## src/rtl/write_back_pipeline_pkg.sv

```systemverilog
`default_nettype none
// +------------------------------------------------------------------+
// | Package : riscv_wb_pkg                                           |
// | Purpose : Shared encodings for the write-back stage: result      |
// |           source select, funct3 load types and FSM states.       |
// | Rev     : 1.0  initial release                                   |
// +------------------------------------------------------------------+
package riscv_wb_pkg;

  // Result source select driven by the MEM stage
  localparam logic [1:0] WB_SEL_ALU  = 2'd0;
  localparam logic [1:0] WB_SEL_LOAD = 2'd1;
  localparam logic [1:0] WB_SEL_PC4  = 2'd2;
  localparam logic [1:0] WB_SEL_CSR  = 2'd3;

  // funct3 load encodings
  localparam logic [2:0] LOAD_LB  = 3'b000;
  localparam logic [2:0] LOAD_LH  = 3'b001;
  localparam logic [2:0] LOAD_LW  = 3'b010;
  localparam logic [2:0] LOAD_LD  = 3'b011;
  localparam logic [2:0] LOAD_LBU = 3'b100;
  localparam logic [2:0] LOAD_LHU = 3'b101;
  localparam logic [2:0] LOAD_LWU = 3'b110;

  typedef enum logic [0:0] {
    IDLE      = 1'b0,
    WAIT_LOAD = 1'b1
  } wb_state_t;

endpackage
`default_nettype wire

```

## src/rtl/write_back_pipeline_if.sv

```systemverilog
`default_nettype none
// +------------------------------------------------------------------+
// | Interface : write_back_pipeline_if                               |
// | Purpose   : MEM-stage inputs, data-cache return, flush, stall    |
// |             and register-file write port of the write-back stage.|
// | Rev       : 1.0  initial release                                 |
// +------------------------------------------------------------------+
interface write_back_pipeline_if #(
  parameter int DATA_WIDTH      = 32,
  parameter int REG_ADDR_WIDTH  = 5,
  parameter int LOAD_TYPE_WIDTH = 3
);
  logic                       mem_valid_in;
  logic [DATA_WIDTH-1:0]      mem_alu_out_in;
  logic [DATA_WIDTH-1:0]      mem_pc_plus4_in;
  logic [DATA_WIDTH-1:0]      mem_csr_data_in;
  logic [REG_ADDR_WIDTH-1:0]  mem_rd_addr_in;
  logic                       mem_rd_write_in;
  logic [1:0]                 mem_wb_select_in;
  logic [LOAD_TYPE_WIDTH-1:0] mem_load_type_in;
  logic [DATA_WIDTH-1:0]      data_cache_out_data;
  logic                       data_cache_ready;
  logic                       flush_in;
  logic                       wb_stall_out;
  logic                       rf_write_en_out;
  logic [REG_ADDR_WIDTH-1:0]  rf_write_addr_out;
  logic [DATA_WIDTH-1:0]      rf_write_data_out;

  // Upstream pipeline / test driver side
  modport master (
    output mem_valid_in, mem_alu_out_in, mem_pc_plus4_in, mem_csr_data_in,
           mem_rd_addr_in, mem_rd_write_in, mem_wb_select_in, mem_load_type_in,
           data_cache_out_data, data_cache_ready, flush_in,
    input  wb_stall_out, rf_write_en_out, rf_write_addr_out, rf_write_data_out
  );

  // Write-back stage side
  modport slave (
    input  mem_valid_in, mem_alu_out_in, mem_pc_plus4_in, mem_csr_data_in,
           mem_rd_addr_in, mem_rd_write_in, mem_wb_select_in, mem_load_type_in,
           data_cache_out_data, data_cache_ready, flush_in,
    output wb_stall_out, rf_write_en_out, rf_write_addr_out, rf_write_data_out
  );
endinterface
`default_nettype wire

```

## src/rtl/write_back_pipeline_load_data_aligner.sv

```systemverilog
`default_nettype none
// +------------------------------------------------------------------+
// | Module  : load_data_aligner                                      |
// | Purpose : Picks the addressed byte/half/word out of an aligned   |
// |           read word and sign- or zero-extends it. Combinational. |
// | Rev     : 1.0  initial release                                   |
// +------------------------------------------------------------------+
module load_data_aligner
  import riscv_wb_pkg::*;
#(
  parameter int DATA_WIDTH      = 32,
  parameter int LOAD_TYPE_WIDTH = 3,
  parameter int OFF_W           = $clog2(DATA_WIDTH / 8)
) (
  input  logic [DATA_WIDTH-1:0]      raw_data,
  input  logic [OFF_W-1:0]           addr_lo,
  input  logic [LOAD_TYPE_WIDTH-1:0] load_type,
  output logic [DATA_WIDTH-1:0]      ext_data
);

  // Offsets rounded down to the access size; sub-size address bits are ignored
  logic [OFF_W-1:0]      half_off;
  logic [OFF_W-1:0]      word_off;
  logic [DATA_WIDTH-1:0] byte_shift;
  logic [DATA_WIDTH-1:0] half_shift;
  logic [DATA_WIDTH-1:0] word_shift;
  logic [7:0]            byte_val;
  logic [15:0]           half_val;
  logic [31:0]           word_val;

  assign half_off   = addr_lo & ~OFF_W'(1);
  assign word_off   = addr_lo & ~OFF_W'(3);
  assign byte_shift = raw_data >> {addr_lo, 3'b000};
  assign half_shift = raw_data >> {half_off, 3'b000};
  assign word_shift = raw_data >> {word_off, 3'b000};
  assign byte_val   = byte_shift[7:0];
  assign half_val   = half_shift[15:0];
  assign word_val   = word_shift[31:0];

  // Extend the selected field; on 32-bit the word cases reduce to the raw word
  always_comb begin
    ext_data = raw_data;
    case (load_type)
      LOAD_LB:  begin ext_data = {DATA_WIDTH{byte_val[7]}};  ext_data[7:0]  = byte_val; end
      LOAD_LBU: begin ext_data = '0;                          ext_data[7:0]  = byte_val; end
      LOAD_LH:  begin ext_data = {DATA_WIDTH{half_val[15]}}; ext_data[15:0] = half_val; end
      LOAD_LHU: begin ext_data = '0;                          ext_data[15:0] = half_val; end
      LOAD_LW:  begin ext_data = {DATA_WIDTH{word_val[31]}}; ext_data[31:0] = word_val; end
      LOAD_LWU: begin ext_data = '0;                          ext_data[31:0] = word_val; end
      LOAD_LD:  ext_data = raw_data;
      default:  ext_data = raw_data;
    endcase
  end

endmodule
`default_nettype wire

```

## src/rtl/write_back_pipeline.sv

```systemverilog
`default_nettype none
// +------------------------------------------------------------------+
// | Module  : write_back_pipeline                                    |
// | Purpose : Registered write-back stage: result select, load       |
// |           alignment, cache-miss hold, flush and x0 suppression.  |
// | Rev     : 1.0  initial release                                   |
// +------------------------------------------------------------------+
module write_back_pipeline
  import riscv_wb_pkg::*;
#(
  parameter int DATA_WIDTH      = 32,
  parameter int REG_ADDR_WIDTH  = 5,
  parameter int LOAD_TYPE_WIDTH = 3
) (
  input  logic                  clk,
  input  logic                  rst_n,
  write_back_pipeline_if.slave  bus
);

  localparam int OFF_W = $clog2(DATA_WIDTH / 8);

  wb_state_t                  state, state_next;
  logic                       stall, retire, capture;

  logic [DATA_WIDTH-1:0]      cap_alu, cap_pc4, cap_csr;
  logic [REG_ADDR_WIDTH-1:0]  cap_rd;
  logic                       cap_rd_write;
  logic [1:0]                 cap_sel;
  logic [LOAD_TYPE_WIDTH-1:0] cap_ltype;

  logic [DATA_WIDTH-1:0]      src_alu, src_pc4, src_csr;
  logic [REG_ADDR_WIDTH-1:0]  src_rd;
  logic                       src_rd_write;
  logic [1:0]                 src_sel;
  logic [LOAD_TYPE_WIDTH-1:0] src_ltype;

  logic [DATA_WIDTH-1:0]      load_data, result;

  logic                       rf_en;
  logic [REG_ADDR_WIDTH-1:0]  rf_addr;
  logic [DATA_WIDTH-1:0]      rf_data;

  // While waiting on the cache the captured copy is the instruction of record
  always_comb begin
    if (state == WAIT_LOAD) begin
      src_alu = cap_alu;  src_pc4 = cap_pc4;  src_csr = cap_csr;
      src_rd = cap_rd;    src_rd_write = cap_rd_write;
      src_sel = cap_sel;  src_ltype = cap_ltype;
    end else begin
      src_alu = bus.mem_alu_out_in;  src_pc4 = bus.mem_pc_plus4_in;
      src_csr = bus.mem_csr_data_in; src_rd = bus.mem_rd_addr_in;
      src_rd_write = bus.mem_rd_write_in;
      src_sel = bus.mem_wb_select_in; src_ltype = bus.mem_load_type_in;
    end
  end

  load_data_aligner #(
    .DATA_WIDTH      (DATA_WIDTH),
    .LOAD_TYPE_WIDTH (LOAD_TYPE_WIDTH)
  ) u_align (
    .raw_data  (bus.data_cache_out_data),
    .addr_lo   (src_alu[OFF_W-1:0]),
    .load_type (src_ltype),
    .ext_data  (load_data)
  );

  // Four-way result source select
  always_comb begin
    result = src_alu;
    case (src_sel)
      WB_SEL_ALU:  result = src_alu;
      WB_SEL_LOAD: result = load_data;
      WB_SEL_PC4:  result = src_pc4;
      WB_SEL_CSR:  result = src_csr;
      default:     result = src_alu;
    endcase
  end

  // Next-state, stall and retire decisions; flush beats cache ready
  always_comb begin
    state_next = state;
    stall      = 1'b0;
    retire     = 1'b0;
    capture    = 1'b0;
    case (state)
      IDLE: begin
        if (bus.mem_valid_in && !bus.flush_in) begin
          if (bus.mem_wb_select_in == WB_SEL_LOAD && !bus.data_cache_ready) begin
            capture    = 1'b1;
            stall      = 1'b1;
            state_next = WAIT_LOAD;
          end else begin
            retire = 1'b1;
          end
        end
      end
      WAIT_LOAD: begin
        if (bus.flush_in) begin
          state_next = IDLE;
        end else if (bus.data_cache_ready) begin
          retire     = 1'b1;
          state_next = IDLE;
        end else begin
          stall = 1'b1;
        end
      end
      default: state_next = IDLE;
    endcase
  end

  // State register
  always_ff @(posedge clk or negedge rst_n) begin
    if (!rst_n) state <= IDLE;
    else        state <= state_next;
  end

  // Snapshot of the MEM instruction when a load misses
  always_ff @(posedge clk or negedge rst_n) begin
    if (!rst_n) begin
      cap_alu <= '0; cap_pc4 <= '0; cap_csr <= '0; cap_rd <= '0;
      cap_rd_write <= 1'b0; cap_sel <= '0; cap_ltype <= '0;
    end else if (capture) begin
      cap_alu      <= bus.mem_alu_out_in;
      cap_pc4      <= bus.mem_pc_plus4_in;
      cap_csr      <= bus.mem_csr_data_in;
      cap_rd       <= bus.mem_rd_addr_in;
      cap_rd_write <= bus.mem_rd_write_in;
      cap_sel      <= bus.mem_wb_select_in;
      cap_ltype    <= bus.mem_load_type_in;
    end
  end

  // Register-file write port; strobe pulses once, data holds between retirements
  always_ff @(posedge clk or negedge rst_n) begin
    if (!rst_n) begin
      rf_en   <= 1'b0;
      rf_addr <= '0;
      rf_data <= '0;
    end else begin
      rf_en <= retire && src_rd_write && (src_rd != '0);
      if (retire) begin
        rf_addr <= src_rd;
        rf_data <= result;
      end
    end
  end

  assign bus.wb_stall_out      = stall & rst_n;
  assign bus.rf_write_en_out   = rf_en;
  assign bus.rf_write_addr_out = rf_addr;
  assign bus.rf_write_data_out = rf_data;

endmodule
`default_nettype wire

```

## src/flat_wrapper.sv

```systemverilog
// flat-port wrapper written by rule: the top's interface ports become plain ports
module write_back_pipeline_flat import riscv_wb_pkg::*;
#(
  parameter int DATA_WIDTH      = 32,
  parameter int REG_ADDR_WIDTH  = 5,
  parameter int LOAD_TYPE_WIDTH = 3
)
  (clk, rst_n, bus_mem_valid_in, bus_mem_alu_out_in, bus_mem_pc_plus4_in, bus_mem_csr_data_in, bus_mem_rd_addr_in, bus_mem_rd_write_in, bus_mem_wb_select_in, bus_mem_load_type_in, bus_data_cache_out_data, bus_data_cache_ready, bus_flush_in, bus_wb_stall_out, bus_rf_write_en_out, bus_rf_write_addr_out, bus_rf_write_data_out);
  write_back_pipeline_if #(.DATA_WIDTH(DATA_WIDTH), .REG_ADDR_WIDTH(REG_ADDR_WIDTH), .LOAD_TYPE_WIDTH(LOAD_TYPE_WIDTH)) bus_i ();
  input  logic clk;
  input  logic rst_n;
  input wire logic [$bits(bus_i.mem_valid_in)-1:0] bus_mem_valid_in;
  input wire logic [$bits(bus_i.mem_alu_out_in)-1:0] bus_mem_alu_out_in;
  input wire logic [$bits(bus_i.mem_pc_plus4_in)-1:0] bus_mem_pc_plus4_in;
  input wire logic [$bits(bus_i.mem_csr_data_in)-1:0] bus_mem_csr_data_in;
  input wire logic [$bits(bus_i.mem_rd_addr_in)-1:0] bus_mem_rd_addr_in;
  input wire logic [$bits(bus_i.mem_rd_write_in)-1:0] bus_mem_rd_write_in;
  input wire logic [$bits(bus_i.mem_wb_select_in)-1:0] bus_mem_wb_select_in;
  input wire logic [$bits(bus_i.mem_load_type_in)-1:0] bus_mem_load_type_in;
  input wire logic [$bits(bus_i.data_cache_out_data)-1:0] bus_data_cache_out_data;
  input wire logic [$bits(bus_i.data_cache_ready)-1:0] bus_data_cache_ready;
  input wire logic [$bits(bus_i.flush_in)-1:0] bus_flush_in;
  output wire logic [$bits(bus_i.wb_stall_out)-1:0] bus_wb_stall_out;
  output wire logic [$bits(bus_i.rf_write_en_out)-1:0] bus_rf_write_en_out;
  output wire logic [$bits(bus_i.rf_write_addr_out)-1:0] bus_rf_write_addr_out;
  output wire logic [$bits(bus_i.rf_write_data_out)-1:0] bus_rf_write_data_out;
  assign bus_i.mem_valid_in = bus_mem_valid_in;
  assign bus_i.mem_alu_out_in = bus_mem_alu_out_in;
  assign bus_i.mem_pc_plus4_in = bus_mem_pc_plus4_in;
  assign bus_i.mem_csr_data_in = bus_mem_csr_data_in;
  assign bus_i.mem_rd_addr_in = bus_mem_rd_addr_in;
  assign bus_i.mem_rd_write_in = bus_mem_rd_write_in;
  assign bus_i.mem_wb_select_in = bus_mem_wb_select_in;
  assign bus_i.mem_load_type_in = bus_mem_load_type_in;
  assign bus_i.data_cache_out_data = bus_data_cache_out_data;
  assign bus_i.data_cache_ready = bus_data_cache_ready;
  assign bus_i.flush_in = bus_flush_in;
  assign bus_wb_stall_out = bus_i.wb_stall_out;
  assign bus_rf_write_en_out = bus_i.rf_write_en_out;
  assign bus_rf_write_addr_out = bus_i.rf_write_addr_out;
  assign bus_rf_write_data_out = bus_i.rf_write_data_out;
  write_back_pipeline #(.DATA_WIDTH(DATA_WIDTH), .REG_ADDR_WIDTH(REG_ADDR_WIDTH), .LOAD_TYPE_WIDTH(LOAD_TYPE_WIDTH)) u_core (.clk(clk), .rst_n(rst_n), .bus(bus_i));
endmodule
```

## config.mk

```make
export PLATFORM = sky130hd
export DESIGN_NAME = write_back_pipeline_flat
export DESIGN_NICKNAME = d
export VERILOG_FILES = /design/src/rtl/write_back_pipeline_pkg.sv /design/src/rtl/write_back_pipeline_if.sv /design/src/rtl/write_back_pipeline_load_data_aligner.sv /design/src/rtl/write_back_pipeline.sv /design/src/flat_wrapper.sv
export SDC_FILE = /design/constraint.sdc
export NUM_CORES = 1
export LEC_CHECK = 0
export ABC_AREA = 1
export BUFFER_PORTS_ARGS = -buffer_cell sky130_fd_sc_hd__buf_4
export CORE_UTILIZATION = 49
export DETAILED_ROUTE_END_ITERATION = 12
export PLACE_DENSITY = 0.77
export SLEW_MARGIN = 30
export SYNTH_ARGS = -nofsm -noshare
export SYNTH_HDL_FRONTEND = slang
export SYNTH_SLANG_ARGS = --single-unit
```

## constraint.sdc

```tcl
create_clock -name clk -period 1.9 [get_ports clk]
set_input_delay 0.095 -clock clk [delete_from_list [all_inputs] [get_ports clk]]
set_output_delay 0.095 -clock clk [all_outputs]
set_load 0.05 [all_outputs]
```

==> summary.txt <==
STA
  • Final Skew: 0.005379 ns
  • Hold Vio Cnt, Final: 0
  • Slew @ Worst Pin: 0.7548 ns
  • Worst hold margin: 0.06342 ns
  • Fin crit share: 99.41%
  • Final setup viols: 0
  • Setup TNS: 0 ns
  • Final slew viol count: 0
  • Unrepaired setup endpoints after global routing: yes
  • Max Fclk: 529.5 MHz
  • Final min period: 1.889 ns
  • Slew HR: 49.68%

Final layout
  • Fillers: 1,265
  • Diode count: 0
  • Area delta synth->final: 46.91%
  • Nets: 1,671
  • Finished Core Util: 73.61%
  • Layout cells sized above 1: 21.26%
  • Fin area: 0.01221 mm²

Setup path
  • Most used cell, CP: nand2_1
  • Startpoint Class: register
  • Kind of critical path: register to register
  • R2R Setup Slk: 0.01 ns
  • WP depth: 10
  • Crit path max fanout: 20
  • Worst EP required: 2.26 ns
  • R2R depth: 10
  • Crit-path slowest cell: dfrtp_4
  • Arrival time of the worst setup path: 2.25 ns
  • WP buf/inv: 4
  • CP peak stage delay: 0.53 ns
  • Crit. End Element: register
  • Family with the most delay on the worst path: buffers and inverters
  • Crit-path cells: buf_12 > o21ai_4 > inv_4 > nor2_4 > buf_12 > a21oi_2 > buf_4 > nand2_1 > nand2_1 > nand2_1

Global route
  • Initial antenna violation count: 0
  • Largest net degree at the start of global routing: 100
  • Number of global-route vias before repair: 8,799
  • Gr usage total: 32.57%
  • First-pass GRT wire length: 44.33 mm
  • Global route overflow: 0

Clock tree
  • CTS Buf Count: 17
  • CTS tree: built
  • H-tree level count: 4
  • Clk pin slew, worst setup/hold paths: 0.06 ns
  • Skew-Pair Late Insertion Delay: 0.42 ns
  • CTS sink count: 146
  • Root buf cell: clkbuf_16
  • Clk buf depth: 2

Logic synthesis
  • Post-synthesis sequential area ratio: 43.97%
  • Avg Inst Size Synth: 6.750 µm²
  • Post-synthesis instance total: 1,231
  • Synth top area cells: dfrtp_1 44%, nand2_1 26%, inv_1 5.0%
  • Synthesized net count: 1,375
  • Flops & latches, synth: 146
  • Yosys top cell area share: 43.97%
  • Synth warnings: 0
  • Area leader, netlist: dfrtp_1
  • Synthesized area: 0.008309 mm²
  • Number of distinct library cells after synthesis: 29

Floorplan
  • Die H: 132.2 µm
  • Die area: 0.01748 mm²
  • I/O pin cnt: 183
  • Core Box Area: 0.01658 mm²
  • Initial Utilization: 50.11%
  • Die width: 132.2 µm
  • Row count: 47

Drt
  • Final ANT Viol Nets: 0
  • DRC Markers: 0
  • Vias: 9,412
  • First-pass iteration count of the detailed router: 6
  • Vias per inst: 5.354
  • Routed wire length: 29.48 mm
  • Initial DRC count: 1,022
  • Per-cell routed wire length: 16.77 µm

Min path
  • Worst min path class: primary input to register
  • Hold-critical path depth: 4

Place
  • Routability Congestion: 0.9310
  • Final HPWL DP: 18.60 mm
  • Area after DPL: 0.01008 mm²
  • PortBufs: 182

Power
  • PD cells: 816.4 mW/mm²
  • Peak VDD IR: 0.0006927 V
  • Pleak: 6.398 nW
  • Total power: 9.966 mW

Job
  • Max Cap Viol: 0

Status
  • Status: finished, final reports clean
==> metal layers <==
metal | global-route usage [%] | vias up | wire (µm)
li1 | - | 4489 | -
met1 | 40.15 | 4340 | 11420
met2 | 56.53 | 493 | 14590
met3 | 5.498 | 90 | 2256
met4 | 13.60 | 0 | 1209
met5 | 0 | - | 0
==> synth_stat cells (all sizes together) <==
library cell  count
nand2           569
dfrtp           146
o21ai           129
inv             113
a31oi            56
a21oi            49
nand3            43
buf              39
clkbuf           38
nor2             38
a22oi             4
o21a              3
a21boi            1
a41oi             1
nor3              1
nor4              1
==> report_power, final <==
| group | switching (mW) | internal [mW] |
|---|---|---|
| logic | 1.75 | 1.15 |
| registers | 0.369 | 3.73 |
| clock network | 1.26 | 1.72 |
| total | 3.37 | 6.59 |
==> worst paths after layout <==
path,endpoint,startpoint
setup / recovery,u_core.bus.rf_write_data_out[25]$_DFFE_PN0P_,u_core.state$_DFF_PN0_
hold / removal,u_core.state$_DFF_PN0_,bus_flush_in
setup reg to reg,u_core.bus.rf_write_data_out[25]$_DFFE_PN0P_,u_core.state$_DFF_PN0_
hold reg to reg,u_core.cap_alu[31]$_DFFE_PN0P_,u_core.cap_alu[31]$_DFFE_PN0P_
max in group asynchronous,u_core.bus.rf_write_data_out[6]$_DFFE_PN0P_,rst_n
min in group asynchronous,u_core.cap_pc4[21]$_DFFE_PN0P_,rst_n
==> cell usage in the layout (no fill, tap or decap), types with 7 or more instances in the layout <==
cell type      instances
nand2_1              557
buf_4                219
dfrtp_1              145
inv_1                107
dlygate4sd3_1        106
o21ai_0               63
o21ai_1               61
a31oi_1               54
a21oi_1               41
nand3_1               35
nor2_1                31
clkbuf_16             23
buf_6                 11
buf_12                10
nand2_2                9
a21oi_2                7
==> cell type report <==
cell class                 count  area, µm²  area share, %
sequential                   146       3657          29.96
clock inverter                 5      31.28         0.2563
inverter                     113      441.7          3.618
tap                          220      275.3          2.255
multi-input combinational    895       4104          33.62
clock buffer                  25      475.5          3.895
timing repair buffer         354       3222          26.39
==> stage by stage <==
| stage | instances | setup WS, ns |
|---|---|---|
| after global placement | 1605 | 0.01662 |
| after global routing | 1758 | -0.06389 |
| final | 1758 | 0.01130 |
| after CTS | 1747 | -0.06073 |
| after detailed placement | 1605 | -0.01290 |
| after floorplan | 1231 | 0.01696 |
==> registers in the layout, indices dropped and copies added (netlist names) <==
| register | count |
|---|---|
| u_core.cap_csr | 32 |
| u_core.cap_rd | 5 |
| u_core.cap_pc4 | 32 |
| u_core.cap_ltype | 3 |
| u_core.bus.rf_write_en_out | 1 |
| u_core.cap_rd_write | 1 |
| u_core.bus.rf_write_data_out | 32 |
| u_core.bus.rf_write_addr_out | 5 |
| u_core.state | 1 |
| u_core.cap_alu | 32 |
| u_core.cap_sel | 2 |
==> worst reg2reg max path, cell delays in order, from the launching register on <==
cell and delay (ns):
dfrtp_4 0.53, buf_12 0.16, o21ai_4 0.26, inv_4 0.10
nor2_4 0.18, buf_12 0.19, a21oi_2 0.08, buf_4 0.14
nand2_1 0.09, nand2_1 0.06, nand2_1 0.05
==> kinds of logic after synthesis <==
logic type | after synthesis | synth area share, %
and+or+nand+nor | 652 | 30.75
AOI/OAI and AO/OA | 243 | 15.90
buffers and inverters | 190 | 9.381
DFF | 146 | 43.97
==> what timing repair did <==
action	4_1_cts	5_1_grt
pin swaps	3	12
setup endpoints to repair	3	35
gates cloned	0	7
hold buffers	106	0
buffers inserted	6	5
resized for setup	17	64
hold endpoints to repair	197	0
Note: power is estimated with default switching activity, not from simulation.
